[config.mk]
export PLATFORM = sky130hd
export DESIGN_NAME = uart_frame_tx_arb
export DESIGN_NICKNAME = d
export VERILOG_FILES = /design/src/rtl/uart_frame_tx_arb.sv
export SDC_FILE = /design/constraint.sdc
export NUM_CORES = 1
export LEC_CHECK = 0
export BUFFER_PORTS_ARGS = -buffer_cell sky130_fd_sc_hd__buf_2
export CAP_MARGIN = 25
export CORE_ASPECT_RATIO = 0.5
export CORE_MARGIN = 1
export CORE_UTILIZATION = 41
export DETAILED_ROUTE_END_ITERATION = 10
export PLACE_DENSITY = 0.74
export SKIP_CTS_REPAIR_TIMING = 1
export SYNTH_ARGS = -nofsm -noshare
export SYNTH_HDL_FRONTEND = slang
export SYNTH_SLANG_ARGS = --single-unit
[constraint.sdc]
create_clock -name clk_100M -period 1.5 [get_ports clk_100M]
set_input_delay 0.3 -clock clk_100M [delete_from_list [all_inputs] [get_ports clk_100M]]
set_output_delay 0.3 -clock clk_100M [all_outputs]
set_load 0.05 [all_outputs]
[src/rtl/uart_frame_tx_arb.sv]
// Four-requester frame arbiter feeding a byte-wide UART transmitter: each frame is
// 3 payload bytes (MSB first) + 3 x 8'hFF. Define UART_ARB_FIXED_PRIO_EN for fixed priority.
module uart_frame_tx_arb #(
    parameter logic [15:0] IDLE_GAP = 16'd0
) (
    input  logic        clk_100M,
    input  logic        rst,
    input  logic [3:0]  req,
    input  logic [95:0] req_data,
    input  logic        byte_ready,
    output logic [7:0]  byte_data,
    output logic        byte_valid,
    output logic [3:0]  gnt,
    output logic [3:0]  done,
    output logic        busy,
    output logic [1:0]  cur_id
);

    localparam logic [1:0] ST_IDLE = 2'd0;
    localparam logic [1:0] ST_SEND = 2'd1;
    localparam logic [1:0] ST_GAP  = 2'd2;

    logic [1:0]  state;
    logic [2:0]  idx;
    logic [23:0] payload;
    logic [15:0] gap_cnt;
    logic [1:0]  winner;
    logic [23:0] req_payload [4];

    generate
        for (genvar gi = 0; gi < 4; gi++) begin : g_payload
            assign req_payload[gi] = req_data[24*gi+23 : 24*gi];
        end
    endgenerate

`ifdef UART_ARB_FIXED_PRIO_EN
    // Lowest index wins: scan downward so the last hit is the highest priority.
    always_comb begin
        winner = 2'd0;
        for (int k = 3; k >= 0; k--) begin
            if (req[k]) winner = k[1:0];
        end
    end
`else
    logic [1:0] last_owner;
    logic [1:0] cand;
    logic       found;

    // Search starts one past the previous owner; k = 4 wraps back to the owner itself.
    always_comb begin
        winner = last_owner;
        cand   = 2'd0;
        found  = 1'b0;
        for (int k = 1; k <= 4; k++) begin
            cand = last_owner + k[1:0];
            if (!found && req[cand]) begin
                winner = cand;
                found  = 1'b1;
            end
        end
    end
`endif

    always_ff @(posedge clk_100M or posedge rst) begin
        if (rst) begin
            state   <= ST_IDLE;
            idx     <= 3'd0;
            payload <= 24'h0;
            gap_cnt <= 16'd0;
            gnt     <= 4'b0;
            done    <= 4'b0;
            cur_id  <= 2'd0;
`ifndef UART_ARB_FIXED_PRIO_EN
            last_owner <= 2'd3;
`endif
        end else begin
            gnt  <= 4'b0;
            done <= 4'b0;
            case (state)
                ST_IDLE: begin
                    if (req != 4'b0) begin
                        payload <= req_payload[winner];
                        cur_id  <= winner;
                        gnt     <= 4'(4'b0001 << winner);
                        idx     <= 3'd0;
                        state   <= ST_SEND;
`ifndef UART_ARB_FIXED_PRIO_EN
                        last_owner <= winner;
`endif
                    end
                end
                ST_SEND: begin
                    if (byte_ready) begin
                        if (idx == 3'd5) begin
                            done <= 4'(4'b0001 << cur_id);
                            idx  <= 3'd0;
                            if (IDLE_GAP != 16'd0) begin
                                state   <= ST_GAP;
                                gap_cnt <= 16'd0;
                            end else begin
                                state <= ST_IDLE;
                            end
                        end else begin
                            idx <= idx + 3'd1;
                        end
                    end
                end
                ST_GAP: begin
                    if (gap_cnt == IDLE_GAP - 16'd1) begin
                        gap_cnt <= 16'd0;
                        state   <= ST_IDLE;
                    end else begin
                        gap_cnt <= gap_cnt + 16'd1;
                    end
                end
                default: state <= ST_IDLE;
            endcase
        end
    end

    assign byte_valid = (state == ST_SEND);
    assign busy       = (state != ST_IDLE);

    // Outside SEND the byte lane is forced to zero so the idle bus is quiet.
    always_comb begin
        byte_data = 8'h00;
        if (state == ST_SEND) begin
            case (idx)
                3'd0:    byte_data = payload[23:16];
                3'd1:    byte_data = payload[15:8];
                3'd2:    byte_data = payload[7:0];
                default: byte_data = 8'hFF;
            endcase
        end
    end

endmodule

# Yosys cells after proc, flatten, opt, wreduce, memory -nomap -nowiden
# Index checks and enable logic that the tools add are counted.
word_totals:
  ff_bits: 57
  out_inout_bits: 20
  n_memories: 0
  latch_bits: 0
  wordCells: 80
  mem_bits_rw: 0
  romBits: 0
  in_bits: 103
classes:
  n_lt_le_gt_ge: 5
  div_mod_pow: 0
  bitwise_logic: 1
  mux: 35
  shifts: 2
  n_addsub: 5
  n_mul: 0
  n_eq_ne: 10
  reduce_logical: 14
op_table:
  columns: ["cell", "count"]
  rows:
  - ["$bmux 24 s2", 1]
  - ["$mux 24", 2]
  - ["$pmux 8 s3", 1]
  - ["$mux 4", 5]
  - ["$add 16x1->16 const B", 1]
  - ["$eq 16x16->1 const B", 1]
  - ["$mux 16", 1]
  - ["$mux 2", 8]
  - ["$lt 2x3->1 const B", 4]
  - ["$mux 3", 3]
  - ["$bmux 1 s2", 4]
  - ["$mux 8", 1]
  - ["$shl 1x2->4 const A", 2]
  - ["$mux 1", 7]
  - ["$ne 2x2->1 const B", 3]
  - ["$pmux 2 s3", 1]
  - ["$pmux 3 s2", 1]
  - ["$add 2x2->2 const B", 2]
  - ["$reduce_and 4->1", 1]
  - ["$reduce_bool 2->1", 2]
  - ["$reduce_bool 4->1", 1]
  - ["$add 3x1->3 const B", 1]
  - ["$eq 3x1->1 const B", 1]
  - ["$eq 3x2->1 const B", 1]
  - ["other kinds (13)", 17]

# Longest topological paths before layout
depth:
  word_depth: 17
  depth_mapped: 7
  depth_no_buf: 5

# Worst setup path before layout
# OpenSTA, ideal clock, no wires.
synth_path:
  kind: "register to output"
  startpoint: "register state[0]"
  endpoint: "output port byte_data[0]"
  path_buffers: 0
  stages_incl_launch_ff: 3
  arrival_time_ps: 1863
  setup_slack_ps: -663
  required_time_ps: 1200
  cell_sequence: "dfrtp_1 clkinv_1 a21oi_1"
synth_between:
  elab_chain_cells: 2
synth_rtl:
  columns: ["element", "line", "text"]
  rows:
  - ["from (decl)", "23", "logic [1:0] state;"]
  - ["from (signal assigned)", "66", "state <= ST_IDLE;"]
  - ["from (signal assigned)", "86", "state <= ST_SEND;"]
  - ["from (signal assigned)", "98", "state <= ST_GAP;"]
  - ["$eq 2x1->1", "127", "if (state == ST_SEND) begin"]
  - ["$mux 8", "127", null]
  - ["to (decl)", "11", "output logic [7:0] byte_data,"]
# Every way passes these cells.

# Worst setup path after layout
layout_path:
  startpoint: "register idx[1]"
  endpoint: "output port byte_data[4]"
layout_between:
  elab_chain_cells: 3
  elab_cells_between_ends: 5
  cone_classes: "eq/ne: 2; mux: 2; reduce/logical: 1"
layout_rtl:
  columns: ["element", "line", "text"]
  rows:
  - ["from (decl)", "24", "logic [2:0] idx;"]
  - ["from (signal assigned)", "104", "idx <= idx + 3'd1;"]
  - ["$eq 3x2->1 (tied with other cells)", "128", "case (idx)"]
  - ["$pmux 8 s3 *", "128", null]
  - ["$mux 8 *", "127", null]
# Every way passes the cells marked *; elsewhere a longest branch is shown, timed or not.

==> summary.txt <==
Final layout
  • NumNets Final: 478
  • Layout cell share with drive strength beyond 1: 0.617
  • Area grow syn2layout: 70.2%
  • Final Instance Count excl. Fillers: 449
  • Number of inserted diodes: 0
  • Most frequent cells in the layout: 114 x buf_2, 40 x mux2i_1, 36 x dfrtp_1
  • Register Area: roughly 1000 um^2
  • Area of the multi-input gates: between 1500 and 2000 um^2
  • Most common cell after layout, fill and taps aside: buf_2
  • Final Util: 0.738
  • Filler cells: around 330

Critical path
  • WP data required: ~1.2 ns
  • Critical-path maximum fanout: 7
  • Setup crit start kind: flop
  • Worst Setup End Kind: output pin
  • Worst setup path category: flop to output pin
  • Arr. time, crit path: 1.60 ns

Yosys
  • Post-synth EDFFs: 0
  • Seq/Total Area, Yosys: 0.416
  • Syn Inst Count: roughly 230
  • Mux share of post-synthesis cell area: 0.241
  • Largest family of logic cells by synthesized area: multiplexers
  • Post-Synth XOR/XNOR Area: 0
  • Synth top area cells: dfrtp_1 39%, mux2i_1 20%, o221ai_1 8.7%
  • Mapped cell area: 2410 um^2
  • Adder-Cell Fraction of Synth Area: 0
  • Top-area cell type share of the netlist area: 0.395
  • Syn_nets: 332
  • Synthesized flop and latch total: 40
  • Synth area leader: dfrtp_1
  • Cell variety after synth: 32
  • Syn avg cell area: 10.5 um^2
  • Simple-gate share of the synthesized area: 0.0992
  • Async SR Flop Fraction: 1.00
  • Ys Warns: 0
  • Most common flop cell mapped by yosys: dfrtp_1
  • Post-synthesis compound-gate area fraction: 0.167

Global routing
  • First-pass GRT wire length: 11.4 mm
  • Number of global-route vias before repair: 2472
  • Gr ovfl total: 0
  • Antenna violations before repair: 0
  • Pin count of the biggest net entering global routing: 28
  • Global-route usage over all layers: 0.233

Drt
  • Drt pass-1 iters: 5
  • DRC: 0
  • Antenna-violating nets left: 0
  • WL final: 9.00 mm
  • Routed via count: 2605
  • Initial DRC count: 160
  • Routed length per placed instance: 20.0 um
  • Via/cell ratio: slightly below 6

Run status
  • Outcome: finished, violations left
  • Failing checks: negative setup slack

Timing
  • Max Freq: approximately 0.53 GHz
  • Post-Route Skew: 0.00436 ns
  • Final WS setup: -0.398 ns
  • RSZ-0062 raised after global routing: true
  • Setup total negative slack: -10.45 ns
  • Final Hold Vio Count: 0
  • Post-route minimum period: between 1.5 and 2 ns
  • Fin crit share: 1.27
  • Final Max Tran Viols: 0
  • Setup violators final: 42
  • Slew @ Worst Pin: 0.602 ns
  • Max_slew headroom: 0.596
  • WHS: 0.0118 ns

Power
  • Leak: 2.00 nW
  • Peak supply drop: 1.10 mV
  • PwrDens: roughly 2200 nW/um^2

Floorplanning
  • Die area: 6210 um^2
  • Core area: 5560 um^2
  • Die Wd: 110 um
  • Initial cell density of the core: 0.433
  • Num rows: 19
  • Io pins: 123
  • Die H: 56.2 um

Placed design
  • Dpl cells: about 430
  • GP Congestion: between 0.7 and 0.8
  • Post-placement worst setup slack: -0.257 ns
  • PortBufs: ~120
  • Hpwl dp: around 5.3 mm

Worst hold path
  • Min-delay worst type: input port to async pin

Clock network
  • Clock sink count: 40
  • CTS tree: yes
  • Clock buffer depth: 2
  • Clock tree root buffer cell: clkbuf_16
  • Clk slew on worst S/H paths: 0.06 ns
  • H-tree Lvls: 2
  • CTS Buf Count: 5
  • Clk Latency, worst-skew pair: 0.28 ns

Flow run
  • MaxCap Viol Count: 0
-- registers in the layout (all words and copies together), names as in the netlist --
| register | count |
|---|---|
| payload | 24 |
| done | 4 |
| gnt | 4 |
| idx | 3 |
| cur_id | 2 |
| last_owner | 2 |
| state | 1 |
-- report_power, final --
part           total, mW  switching [mW]  internal, mW  leakage [nW]
Clock               1.13           0.423         0.709        0.0772
Combinational       5.85            3.14          2.71          1.43
Sequential          1.98           0.435          1.54         0.492
-- worst paths after layout --
| check | to | from | slack [ns] | cells past startpoint |
|---|---|---|---|---|
| worst max register to register | payload[10]$_DFFE_PP0P_ | last_owner[1]$_DFFE_PP1P_ | -0.35 | 5 |
| min in group clk_100M | payload[19]$_DFFE_PP0P_ | req_data[67] | 0.32 | 3 |
| max in group asynchronous | idx[1]$_DFFE_PP0P_ | rst | 0.98 | 3 |
| worst max-delay path | byte_data[4] | idx[1]$_DFFE_PP0P_ | -0.40 | 5 |
| worst min-delay path | done[1]$_DFF_PP0_ | rst | 0.01 | 2 |
| worst min register to register | payload[5]$_DFFE_PP0P_ | payload[5]$_DFFE_PP0P_ | 0.50 | 2 |
-- synth_stat cells (all sizes together) (3+ instances only) --
| cell type | number |
|---|---|
| mux2i | 49 |
| dfrtp | 38 |
| nand2 | 33 |
| o221ai | 25 |
| a21oi | 12 |
| buf | 12 |
| o22ai | 9 |
| mux2 | 8 |
| nor2 | 7 |
| clkbuf | 6 |
| inv | 5 |
| and3 | 3 |
| nor3 | 3 |
| o21ai | 3 |
-- through the flow --
step                instance area, um^2  power [mW]
global placement                   3380        6.10
CTS                                3530        7.38
finish                             4100        8.96
global route                       4100        9.29
floorplan                          2560        5.29
detailed placement                 3380        6.24
-- layer usage --
layer,track usage,up-vias,wire (um)
met5,0,-,0
met4,0.0800,0,307
met3,0.0490,34,561
met2,0.420,145,4570
met1,0.279,1268,3560
li1,-,1158,-
-- cell families after synthesis --
kind of cell	count (synthesis)
DFF	40
muxes	57
and+or+nand+nor	54
buffers and inverters	24
AOI/OAI and AO/OA	54
-- final cells by class --
type | count | share of cell area
Multi-Input combinational cell | 165 | 0.411
Timing Repair Buffer | 157 | 0.277
Sequential cell | 40 | 0.245
Clock buffer | 8 | 0.0381
Tap cell | 73 | 0.0223
Inverter | 6 | 0.00671
-- worst max-delay path, stage by stage (launching register included) --
cell	delay, ns
dfrtp_2	0.45
buf_12	0.16
mux2_4	0.31
o22ai_4	0.16
a21oi_4	0.08
buf_6	0.15
(Power assumes the default switching activity.)
